### src/rtl/mem_access_stage.sv
// MEM stage: drains EX/MEM, runs one data-memory access per op over req/ack.
// Optional BUSY-cycle abort compiled in with MEM_STAGE_TIMEOUT_EN.
module mem_access_stage #(
  parameter int DW      = 32,
  parameter int TIMEOUT = 16
) (
  input  logic          clk,
  input  logic          rst,
  input  logic [1:0]    W_in,
  input  logic [1:0]    M_in,
  input  logic [DW-1:0] ALU_in,
  input  logic [DW-1:0] RD2_in,
  input  logic [4:0]    WN_in,
  output logic          stall,
  output logic          dmem_req,
  output logic          dmem_we,
  output logic [DW-1:0] dmem_addr,
  output logic [DW-1:0] dmem_wdata,
  input  logic [DW-1:0] dmem_rdata,
  input  logic          dmem_ack,
  output logic [1:0]    W_out,
  output logic [DW-1:0] RD_out,
  output logic [DW-1:0] ALU_out,
  output logic [4:0]    WN_out,
  output logic [DW-1:0] WB_data,
  output logic          err
);

  typedef enum logic {IDLE, BUSY} state_e;

  state_e        state_q, state_d;
  logic [1:0]    w_lat_q, w_lat_d;
  logic [4:0]    wn_lat_q, wn_lat_d;
  logic [DW-1:0] addr_q, addr_d;
  logic [DW-1:0] wdata_q, wdata_d;
  logic          we_q, we_d;
  logic [1:0]    w_out_q, w_out_d;
  logic [DW-1:0] rd_out_q, rd_out_d;
  logic [DW-1:0] alu_out_q, alu_out_d;
  logic [4:0]    wn_out_q, wn_out_d;
  logic          stall_c;
  logic          timeout;

`ifdef MEM_STAGE_TIMEOUT_EN
  localparam int CW = $clog2(TIMEOUT + 1);
  logic [CW-1:0] cnt_q, cnt_d;

  assign timeout = (state_q == BUSY) && !dmem_ack &&
                   (cnt_q == CW'(TIMEOUT - 1));

  // Held at zero in IDLE, so every BUSY entry starts from a clean count.
  always_comb begin
    cnt_d = cnt_q;
    if (state_q == IDLE)
      cnt_d = '0;
    else if (!dmem_ack)
      cnt_d = cnt_q + 1'b1;
  end

  always_ff @(posedge clk or posedge rst) begin
    if (rst) cnt_q <= '0;
    else     cnt_q <= cnt_d;
  end
`else
  logic unused_timeout;
  assign unused_timeout = (TIMEOUT > 0);
  assign timeout        = 1'b0;
`endif

  always_comb begin
    state_d   = state_q;
    w_lat_d   = w_lat_q;
    wn_lat_d  = wn_lat_q;
    addr_d    = addr_q;
    wdata_d   = wdata_q;
    we_d      = we_q;
    w_out_d   = w_out_q;
    rd_out_d  = rd_out_q;
    alu_out_d = alu_out_q;
    wn_out_d  = wn_out_q;
    stall_c   = 1'b0;
    unique case (state_q)
      IDLE: begin
        if (M_in == 2'b00) begin
          w_out_d   = W_in;
          alu_out_d = ALU_in;
          wn_out_d  = WN_in;
          rd_out_d  = '0;
        end else begin
          stall_c  = 1'b1;
          addr_d   = ALU_in;
          wdata_d  = RD2_in;
          w_lat_d  = W_in;
          wn_lat_d = WN_in;
          we_d     = M_in[0];
          w_out_d  = 2'b00;
          state_d  = BUSY;
        end
      end
      BUSY: begin
        if (dmem_ack) begin
          w_out_d   = w_lat_q;
          alu_out_d = addr_q;
          wn_out_d  = wn_lat_q;
          rd_out_d  = we_q ? '0 : dmem_rdata;
          state_d   = IDLE;
        end else if (timeout) begin
          w_out_d = 2'b00;
          state_d = IDLE;
        end else begin
          stall_c = 1'b1;
          w_out_d = 2'b00;
        end
      end
    endcase
  end

  always_ff @(posedge clk or posedge rst) begin
    if (rst) begin
      state_q   <= IDLE;
      w_lat_q   <= '0;
      wn_lat_q  <= '0;
      addr_q    <= '0;
      wdata_q   <= '0;
      we_q      <= 1'b0;
      w_out_q   <= '0;
      rd_out_q  <= '0;
      alu_out_q <= '0;
      wn_out_q  <= '0;
    end else begin
      state_q   <= state_d;
      w_lat_q   <= w_lat_d;
      wn_lat_q  <= wn_lat_d;
      addr_q    <= addr_d;
      wdata_q   <= wdata_d;
      we_q      <= we_d;
      w_out_q   <= w_out_d;
      rd_out_q  <= rd_out_d;
      alu_out_q <= alu_out_d;
      wn_out_q  <= wn_out_d;
    end
  end

  // Reset must kill the handshake at once, even with M_in still asserted.
  assign stall      = stall_c & ~rst;
  assign dmem_req   = (state_q == BUSY) & ~rst;
  assign err        = timeout & ~rst;
  assign dmem_we    = we_q;
  assign dmem_addr  = addr_q;
  assign dmem_wdata = wdata_q;
  assign W_out      = w_out_q;
  assign RD_out     = rd_out_q;
  assign ALU_out    = alu_out_q;
  assign WN_out     = wn_out_q;
  assign WB_data    = w_out_q[0] ? rd_out_q : alu_out_q;

endmodule

### config.mk
export PLATFORM = sky130hd
export DESIGN_NAME = mem_access_stage
export DESIGN_NICKNAME = d
export VERILOG_FILES = /design/src/rtl/mem_access_stage.sv
export SDC_FILE = /design/constraint.sdc
export NUM_CORES = 1
export LEC_CHECK = 0
export CORE_UTILIZATION = 35
export CTS_BUF_LIST = sky130_fd_sc_hd__clkbuf_8
export DETAILED_ROUTE_END_ITERATION = 10
export MAX_ROUTING_LAYER = met4
export PLACE_DENSITY = 0.74
export RECOVER_POWER = 50
export SLEW_MARGIN = 10
export SYNTH_ARGS = -nofsm -noshare
export SYNTH_HDL_FRONTEND = slang
export SYNTH_SLANG_ARGS = --single-unit
### constraint.sdc
create_clock -name clk -period 5.7 [get_ports clk]
set_clock_uncertainty 0.2 [all_clocks]
set_input_delay 1.14 -clock clk [delete_from_list [all_inputs] [get_ports clk]]
set_output_delay 1.14 -clock clk [all_outputs]
set_load 0.005 [all_outputs]
==> qor.yml <==
cells_and_area:
  diodes: 0
  drive_gt1_frac: 0.203
  final_common_cell: "clkdlybuf4s50_1"
  multiInputGateArea_sq_um: 2340
  layout_common_cells: "clkdlybuf4s50_1 (192), dfrtp_1 (143), mux2_2 (104)"
  final_area_sq_um: 9610
  synthToLayoutAreaGrowth_pct: 50.9
  seq_area_sq_um: 3600
  finish.utilization: 0.548
  layout.nets: 855
  nFillCells: 1447
routing:
  dr_wl_met3_um: 1520
  routed_wl_um: 19500
  drc_errors: 0
  m1WireLength_um: 7870
  antenna_left: 0
  drt_iter0_markers: 231
  routed-via-count: 5289
  routed.top_layer: "met4"
  drt_pass1_iterations: 4
  wl_met2_um: 9890
  vias_per_cell: 5.38
  routedWlPerCell_um: 19.8
clock_tree:
  cts.sink_count: 144
  cts.clk_slew.worst_paths_ns: 0.08
  numCtsBuffers: 17
  insertion_delay_ns: 0.43
  cts.path.max_buffers: 2
  root_buffer: "clkbuf_8"
  cts_tree: "yes"
  htree_levels: 4
  post_cts_resized: 0
  cts_setup_buffers: 0
  ctsHoldBuffers: 0
worst_setup_path:
  crit_path_start_kind: "input port"
  worst_ep_required_time_ns: 5.81
  crit_fanout: 54
  worstSetupPathType: "input port to flip-flop"
  crit_arrival_ns: 4.73
  worst_setup_path_end_kind: "flip-flop"
power:
  leakagePower_nw: 3.94
  powerDensity_nw_per_um2: 355
  max-vdd-ir-drop_mv: 0.149
synthesis:
  yosys.area.top_type: "dfrtp_1"
  syn_nets: 603
  synth_cells: 495
  ys_types: 23
  yosys_warnings: 0
  syn-cell-area_sq_um: 6360
  netlist_top_cells_area: "dfrtp_1 (57%), mux2_2 (18%), a32o_1 (5.0%)"
  ys_seq_area_frac: 0.566
  syn_avg_cell_area_sq_um: 12.9
  ys_ff_latch: 144
  yosys.area.top_type_share: 0.566
sta:
  finalSetupTns_ns: 0
  setup_violations: 0
  drv_slew: 178
  finalCriticalPeriod_ns: 4.62
  max_freq_ghz: 0.216
  slew_headroom: -0.630
  hold_violations: 0
  rsz0062_at_grt: "no"
  tightest_slew_ns: 2.45
  min_period_over_period: 0.810
floorplan:
  die_w_um: 137
  die_h_um: 137
  initial_core_util: 0.363
  num_io_pins: 279
  floorplan.rows: 48
  core_area_sq_um: 17500
  die_area_sq_um: 18700
flow_run:
  maxCapViolations: 3
global_routing:
  grt_pass1_wl_um: 30100
  grt_use_total: 0.219
  first_global_vias: 5556
  overflow: 0
  antenna_found_initial: 0
  grt_max_degree: 117
status:
  outcome: "finished, violations left"
  violations: "max-capacitance violations, max-slew violations"
placement:
  place_congestion: 0.814
  hpwl_um: 13400
  port_buffers: 277
  placed_area_sq_um: 9250
worst_hold_path:
  hp-class: "flip-flop to flip-flop"
area by class of cell:
class                      count  area share
inverter                      38      0.0152
timing repair buffer         287       0.294
clock buffer                  18      0.0258
sequential                   144       0.375
clock inverter                13      0.0171
multi-input combinational    259       0.243
tap                          225      0.0293
synthesized netlist by cell type:
cell type  instances
buf_6              3
nor2b_1            1
mux2_2           104
nor2_1             1
buf_1              4
inv_1             38
nor4_1            37
a221oi_2          10
a21oi_1           37
o21bai_1           1
dfrtp_1          144
buf_4              1
a221oi_1          27
a22o_1             2
nand2_1            1
and3b_1            1
buf_2             16
clkbuf_1          30
and2_1             1
or3_1              1
nor3_1             2
conb_1             1
a32o_1            32
worst paths after layout:
check,slack [ns],cells past startpoint,startpoint,end
max,1.08,5,M_in[0],w_lat_q[0]$_DFFE_PP0P_
min,0.31,1,dmem_wdata[30]$_DFFE_PP0P_,dmem_wdata[30]$_DFFE_PP0P_
max reg2reg,1.53,4,state_q$_DFF_PP0_,w_lat_q[0]$_DFFE_PP0P_
min reg2reg,0.31,1,dmem_wdata[30]$_DFFE_PP0P_,dmem_wdata[30]$_DFFE_PP0P_
max in group asynchronous,2.13,2,rst,W_out[0]$_DFF_PP0_
min in group asynchronous,1.82,2,rst,dmem_wdata[23]$_DFFE_PP0P_
kinds of logic (layout without fill, tap and decap cells):
family          Yosys count  after routing  share of synthesized area
compound gates          109            109                      0.144
buf+inv                  92            356                     0.0615
flops                   144            144                      0.566
mux                     104            104                      0.184
other cells               1              1                   0.000589
simple gates             45             45                     0.0435
metal layers:
layer,track usage,up-vias
met5,-,-
met4,0.0598,0
met3,0.0648,16
met2,0.366,236
met1,0.257,2672
li1,-,2365
registers in the layout, summed over array words and instances, names as in the netlist, 2 cells and up:
register    cells
w_lat_q         2
WN_out          5
W_out           2
dmem_wdata     32
dmem_addr      32
RD_out         32
wn_lat_q        5
ALU_out        32
critical path, cell delays in order:
cell      delay, ns
buf_2          0.26
clkbuf_1       0.44
o21bai_1       1.63
buf_4          0.80
mux2_2         0.41
power by group:
part           internal [mW]  total, mW  leakage [nW]  switching [mW]
logic                  0.748       1.13          2.03           0.386
registers               1.25       1.44          1.71           0.192
clock network          0.444      0.840         0.199           0.396
stage by stage:
stage          worst slack (ns)  hold WS, ns  power [mW]  instances
2_1_floorplan             0.494        0.267        1.87        495
3_3_place_gp               1.84        0.278        2.62        953
3_5_place_dp               1.86        0.294        2.66        953
4_1_cts                    1.84        0.313        3.52        984
5_1_grt                   0.868        0.325        3.61        984
6_report                   1.08        0.307        3.41        984
Power figures use the tool's default switching activity.
